==> config.mk <==
export PLATFORM = sky130hd
export DESIGN_NAME = ahb_usb_mgr
export DESIGN_NICKNAME = d
export VERILOG_FILES = /design/src/rtl/ahb_usb_pkg.sv /design/src/rtl/ahb_lane_steer.sv /design/src/rtl/ahb_usb_mgr.sv
export SDC_FILE = /design/constraint.sdc
export NUM_CORES = 1
export LEC_CHECK = 0
export ABC_AREA = 1
export CAP_MARGIN = 20
export CORE_UTILIZATION = 35
export DETAILED_ROUTE_END_ITERATION = 10
export GPL_ROUTABILITY_DRIVEN = 0
export PLACE_DENSITY = 0.67
export SKIP_LAST_GASP = 1
export SYNTH_ARGS = -nofsm -noshare
export SYNTH_HDL_FRONTEND = slang
export SYNTH_HIERARCHICAL = 1
export SYNTH_SLANG_ARGS = --single-unit
==> constraint.sdc <==
create_clock -name clk -period 4.62 [get_ports clk]
set_clock_uncertainty 0.15 [all_clocks]
set_input_delay 0.693 -clock clk [delete_from_list [all_inputs] [get_ports clk]]
set_output_delay 0.693 -clock clk [all_outputs]
set_load 0.05 [all_outputs]
==> src/rtl/ahb_usb_pkg.sv <==
// Shared AHB-Lite encodings, USB endpoint register map and the data-phase state type
// for the USB register-window manager.
package ahb_usb_pkg;

  localparam logic [1:0] HTRANS_IDLE   = 2'b00;
  localparam logic [1:0] HTRANS_NONSEQ = 2'b10;
  localparam logic [2:0] HBURST_SINGLE = 3'b000;
  localparam logic [2:0] HSIZE_BYTE    = 3'b000;
  localparam logic [2:0] HSIZE_HALF    = 3'b001;
  localparam logic [2:0] HSIZE_WORD    = 3'b010;

  localparam logic [3:0] USB_REG_DATA0     = 4'h0;
  localparam logic [3:0] USB_REG_DATA1     = 4'h1;
  localparam logic [3:0] USB_REG_DATA2     = 4'h2;
  localparam logic [3:0] USB_REG_DATA3     = 4'h3;
  localparam logic [3:0] USB_REG_STATUS    = 4'h4;
  localparam logic [3:0] USB_REG_ERROR     = 4'h6;
  localparam logic [3:0] USB_REG_OCCUPANCY = 4'h8;
  localparam logic [3:0] USB_REG_TX_PACKET = 4'hC;
  localparam logic [3:0] USB_REG_FLUSH     = 4'hD;

  typedef enum logic [1:0] {DIDLE, DBUSY, ERR1, ERR2} dstate_t;

  // Size 3 is illegal and therefore always treated as misaligned.
  function automatic logic misaligned(input logic [1:0] size, input logic [1:0] addr_lo);
    case ({1'b0, size})
      HSIZE_BYTE: misaligned = 1'b0;
      HSIZE_HALF: misaligned = addr_lo[0];
      HSIZE_WORD: misaligned = (addr_lo != 2'b00);
      default:    misaligned = 1'b1;
    endcase
  endfunction

endpackage

==> src/rtl/ahb_lane_steer.sv <==
// Byte-lane steering: replicates narrow write data across lanes and extracts/zero-extends
// narrow read data. Purely combinational, no latency, no backpressure.
module ahb_lane_steer
  import ahb_usb_pkg::*;
(
  input  logic [1:0]  size,
  input  logic [1:0]  addr_lo,
  input  logic [31:0] wdata,
  output logic [31:0] hwdata,
  input  logic [31:0] hrdata,
  output logic [31:0] rdata
);

  always_comb begin
    hwdata = wdata;
    rdata  = hrdata;
    case ({1'b0, size})
      HSIZE_BYTE: begin
        hwdata = {4{wdata[7:0]}};
        rdata  = {24'd0, hrdata[8*addr_lo +: 8]};
      end
      HSIZE_HALF: begin
        hwdata = {2{wdata[15:0]}};
        rdata  = {16'd0, hrdata[16*addr_lo[1] +: 16]};
      end
      default: ;
    endcase
  end

endmodule

==> src/rtl/ahb_usb_mgr.sv <==
// AHB-Lite manager for the USB register window: one address-phase and one data-phase slot,
// 1 transfer/cycle without waits, response one cycle after completion; optional AHB_MGR_TIMEOUT_EN.
module ahb_usb_mgr
  import ahb_usb_pkg::*;
#(
  parameter int TIMEOUT_CYCLES = 255,
  parameter int CNT_W          = 16
) (
  input  logic             clk,
  input  logic             n_rst,
  input  logic             cmd_valid,
  output logic             cmd_ready,
  input  logic             cmd_write,
  input  logic [3:0]       cmd_addr,
  input  logic [1:0]       cmd_size,
  input  logic [31:0]      cmd_wdata,
  output logic             rsp_valid,
  output logic [31:0]      rsp_rdata,
  output logic             rsp_error,
  output logic             hsel,
  output logic [3:0]       haddr,
  output logic [1:0]       htrans,
  output logic [2:0]       hsize,
  output logic             hwrite,
  output logic [2:0]       hburst,
  output logic [31:0]      hwdata,
  input  logic [31:0]      hrdata,
  input  logic             hready,
  input  logic             hresp,
  output logic [CNT_W-1:0] xfer_count,
  output logic             timeout_flag
);

  dstate_t     state;
  logic        ap_vld, ap_write;
  logic [3:0]  ap_addr;
  logic [1:0]  ap_size;
  logic [31:0] ap_wdata;
  logic        dp_write;
  logic [1:0]  dp_addr_lo;
  logic [1:0]  dp_size;
  logic [31:0] dp_wdata;
  logic [31:0] rd_ext;
  logic        cmd_bad, cmd_take, handoff;

  assign cmd_bad = misaligned(cmd_size, cmd_addr[1:0]);
  // A reject answers next cycle, so it must wait until nothing else can answer first.
  assign cmd_ready = cmd_bad ? (!ap_vld && state == DIDLE)
                             : ((!ap_vld || hready) && state != ERR1);
  assign cmd_take  = cmd_valid && cmd_ready;
  assign handoff   = ap_vld && hready && state != ERR1;

  assign hsel   = ap_vld;
  assign htrans = (ap_vld && state != ERR1) ? HTRANS_NONSEQ : HTRANS_IDLE;
  assign haddr  = ap_addr;
  assign hsize  = {1'b0, ap_size};
  assign hwrite = ap_write;
  assign hburst = HBURST_SINGLE;

  ahb_lane_steer u_steer (
    .size    (dp_size),
    .addr_lo (dp_addr_lo),
    .wdata   (dp_wdata),
    .hwdata  (hwdata),
    .hrdata  (hrdata),
    .rdata   (rd_ext)
  );

  always_ff @(posedge clk or negedge n_rst) begin
    if (!n_rst) begin
      state      <= DIDLE;
      ap_vld     <= 1'b0;
      ap_write   <= 1'b0;
      ap_addr    <= '0;
      ap_size    <= '0;
      ap_wdata   <= '0;
      dp_write   <= 1'b0;
      dp_addr_lo <= '0;
      dp_size    <= '0;
      dp_wdata   <= '0;
      rsp_valid  <= 1'b0;
      rsp_rdata  <= '0;
      rsp_error  <= 1'b0;
      xfer_count <= '0;
    end else begin
      rsp_valid <= 1'b0;
      if (handoff) begin
        dp_write   <= ap_write;
        dp_addr_lo <= ap_addr[1:0];
        dp_size    <= ap_size;
        dp_wdata   <= ap_wdata;
      end
      if (cmd_take && !cmd_bad) begin
        ap_vld   <= 1'b1;
        ap_write <= cmd_write;
        ap_addr  <= cmd_addr;
        ap_size  <= cmd_size;
        ap_wdata <= cmd_write ? cmd_wdata : 32'd0;
      end else if (handoff) begin
        ap_vld <= 1'b0;
      end
      if (cmd_take && cmd_bad) begin
        rsp_valid <= 1'b1;
        rsp_error <= 1'b1;
        rsp_rdata <= '0;
      end
      case (state)
        DIDLE: if (handoff) state <= DBUSY;
        DBUSY: begin
          if (hready) begin
            rsp_valid  <= 1'b1;
            rsp_error  <= hresp;
            rsp_rdata  <= (dp_write || hresp) ? 32'd0 : rd_ext;
            xfer_count <= xfer_count + 1'b1;
            state      <= handoff ? DBUSY : DIDLE;
          end else if (hresp) begin
            state <= ERR1;
          end
        end
        // The pending address phase is cancelled here and reissued from ERR2.
        ERR1: begin
          if (hready && hresp) begin
            rsp_valid  <= 1'b1;
            rsp_error  <= 1'b1;
            rsp_rdata  <= '0;
            xfer_count <= xfer_count + 1'b1;
            state      <= ERR2;
          end
        end
        ERR2: state <= handoff ? DBUSY : DIDLE;
        default: state <= DIDLE;
      endcase
    end
  end

`ifdef AHB_MGR_TIMEOUT_EN
  localparam int WAIT_W = (TIMEOUT_CYCLES > 255) ? $clog2(TIMEOUT_CYCLES + 1) : 8;
  logic [WAIT_W-1:0] wait_cnt;

  // Only flags a stuck subordinate; the transfer itself keeps waiting.
  always_ff @(posedge clk or negedge n_rst) begin
    if (!n_rst) begin
      wait_cnt     <= '0;
      timeout_flag <= 1'b0;
    end else if (handoff) begin
      wait_cnt <= '0;
    end else if (state == DBUSY && !hready) begin
      if (wait_cnt != '1) wait_cnt <= wait_cnt + 1'b1;
      if (32'(wait_cnt) + 32'd1 >= 32'(TIMEOUT_CYCLES)) timeout_flag <= 1'b1;
    end
  end
`else
  // TIMEOUT_CYCLES is inert in this build.
  if (TIMEOUT_CYCLES < 1) begin : g_timeout_inert
  end
  assign timeout_flag = 1'b0;
`endif

endmodule

==> results.json <==
{
  "outcome": "finished clean",
  "max_slew_margin_pct": 36.68,
  "die_x_um": 141.1,
  "tritoncts": "done",
  "critPathLaunch": "cmd_addr[0]",
  "antenna_found_initial": 0,
  "p_clk_share_pct": 20.9,
  "rows": 50,
  "clkLatencyLatePin_ps": 410,
  "vias": 6363,
  "timing.fmax_ghz": 0.2767,
  "critPathCaptureType": "output pin",
  "die_h_um": 141.1,
  "clk_pin_slew_worst_paths_ps": 60,
  "syn2layout_area_growth_pct": 34.50,
  "avgSynthCellArea_um2": 7.218,
  "final_area_mm2": 0.009106,
  "grt-ovfl-total": 0,
  "cts_sinks": 129,
  "powerDensity_mw_per_mm2": 737.0,
  "ir_drop_mv": 0.5951,
  "initial_core_util_pct": 35.95,
  "wl_per_cell_um": 14.20,
  "tightest_slew_ps": 942.8,
  "swShare_pct": 49.16,
  "drv_slew": 0,
  "period_needed_ps": 3613,
  "cellInternalPower_mw": 3.412,
  "syn_area_mm2": 0.006770,
  "seqPwrFrac_pct": 28.2,
  "clock_path_buffers": 2,
  "setup_viol": 0,
  "grt_pass1_vias": 6085,
  "leakage_nw": 4.522,
  "cts_setup_buffers": 0,
  "yosysSeqAreaShare_pct": 47.68,
  "diodes": 0,
  "critPathRequiredTime_ps": 3780,
  "post_cts_resized": 0,
  "fin_crit_sh_pct": 78.21,
  "crit_path_start_kind": "input pin",
  "drc_errors": 0,
  "hpwl_um": 13240,
  "p_comb_share_pct": 50.9,
  "port-buffer-count": 167,
  "drv_cap": 0,
  "routed_wl_um": 19180,
  "drtPass1Iterations": 5,
  "p_switching_mw": 3.300,
  "fillers": 1861,
  "placed_area_mm2": 0.008494,
  "cts_htree_levels": 4,
  "grt.total_usage_pct": 20.19,
  "design.final.nets": 1160,
  "drt_iter0_markers": 391,
  "die_area_mm2": 0.01990,
  "clock-root-buffer": "clkbuf_16",
  "drt-vias-per-instance": 4.710,
  "cts_made_buffers": 17,
  "pin_count": 174,
  "critical_path_class": "input pin to output pin",
  "hold_violations": 0,
  "core_mm2": 0.01883,
  "synth-seq-cells": 129,
  "synth_warnings": 6,
  "hold_buffers": 0,
  "synthCells": 938,
  "grt_max_degree": 83,
  "rsz0062_at_grt": "false",
  "layout-drive-gt1-share_pct": 5.683,
  "synth_cell_type_count": 29,
  "arrival_ps": 2770,
  "cp_max_fo": 3,
  "tns_ps": 0,
  "grt_pass1_wl_um": 31150,
  "hold_class": "input pin to asynchronous set/reset pin",
  "holdWs_ps": 195.4,
  "detail-route-antenna-nets": 0
}
[cell families (layout without fill, tap and decap cells)]
logic type      Yosys count  after routing  share of synthesized area, %
xor+xnor                  8              8                         1.035
fa+ha+maj                 6              6                         1.109
simple gates            587            587                         34.67
other cells               1              6                       0.05539
flops                   129            129                         47.68
buf+inv                 115            263                         8.279
compound gates           92             92                         7.170
[power by group through the flow]
stage               clock, mW  sequential [mW]  combinational [mW]
detailed placement          0             1.91                3.43
CTS                      1.43             1.90                3.44
global placement            0             1.91                3.39
global route             1.48             1.95                3.70
finish                   1.40             1.89                3.42
floorplan                   0             2.22                2.08
[cell usage in the layout (no fill, tap or decap), drive strengths merged]
cell type      instances
nor4                   1
o21ai                 80
clkdlybuf4s50        166
xor2                   6
clkbuf                20
inv                   63
nor2                  41
buf                    8
nand2                485
dfrtp                129
nand4                  5
conb                   6
o211ai                 4
o31ai                  1
clkinv                 3
o21bai                 2
xnor2                  2
nand3b                 1
clkinvlp               1
bufinv                 2
a21oi                  5
nand3                 54
ha                     6
[flip-flops by register name, indices dropped and copies added, names as in the netlist, named ones only]
| signal | cells |
|---|---|
| dp_size | 2 |
| haddr | 4 |
| dp_write | 1 |
| dp_wdata | 32 |
| xfer_count | 16 |
| hwrite | 1 |
| dp_addr_lo | 2 |
| rsp_valid | 1 |
| rsp_rdata | 32 |
| rsp_error | 1 |
| ap_size | 2 |
| hsel | 1 |
| ap_wdata | 32 |
| state | 1 |
[cell type report]
class                   count  area, µm²  area share (%)
flip-flops and latches    129       3229           35.46
clock buffers              20      466.7           5.125
inverters                  57      214.0           2.350
clock inverters            12      145.1           1.594
multi-input cells         699       3000           32.95
repair buffers            174       1725           18.95
well taps                 260      325.3           3.572
[worst max-delay path: stages]
cell	delay, ps
clkdlybuf4s50_1	450
inv_1	60
o21ai_1	170
nand2_1	160
o31ai_1	360
clkdlybuf4s50_1	880
[synth_stat cells]
cell,number,area share (%)
buf_1,1,0.055
nand3_2,2,0.30
nand2_1,480,27
xnor2_1,2,0.26
buf_6,1,0.17
nand3_1,51,3.8
nand4_1,5,0.46
buf_2,19,1.4
clkbuf_1,11,0.61
dfrtp_1,129,48
conb_1,1,0.055
nor2_2,3,0.28
xor2_1,6,0.78
o21ai_1,11,0.81
o31ai_1,1,0.11
o21bai_1,2,0.22
o21ai_0,69,5.1
a21oi_2,2,0.26
nor2_1,38,2.1
buf_4,26,2.9
inv_2,7,0.39
a21oi_1,3,0.22
nand2_2,5,0.46
nor4_4,1,0.31
o211ai_1,4,0.44
nand3b_1,1,0.11
nand3_4,1,0.26
inv_1,50,2.8
ha_1,6,1.1
[metal layers]
metal  share of wire, %  up-vias  track usage, %  routed length (µm)
li1                   -     3170               -                   -
met1                 46     2962           26.78                8812
met2                 46      210           32.33                8787
met3                6.7       21           4.891                1277
met4                1.6        0           6.522                 305
met5                  0        -               0                   0
[worst paths after layout]
kind / cells past startpoint / end / slack [ps]
worst max-delay path: 6 / cmd_ready / 1010
worst min-delay path: 1 / rsp_rdata[29] / 200
worst max register to register: 6 / rsp_rdata[12] / 2030
worst min register to register: 2 / dp_wdata[31] / 310
max in group asynchronous: 2 / dp_size[1] / 3240
min in group clk: 2 / dp_wdata[31] / 310
[through the flow]
step,setup WS (ps),std cells,util [%],total power [mW]
2_1_floorplan,1600,943,-,4.296
3_3_place_gp,1047,1319,45.11,5.302
3_5_place_dp,1054,1319,45.11,5.338
4_1_cts,1049,1351,48.36,6.763
5_1_grt,921.4,1351,48.36,7.130
6_report,1007,1351,48.36,6.712
Note: power is estimated with default switching activity, not from simulation.
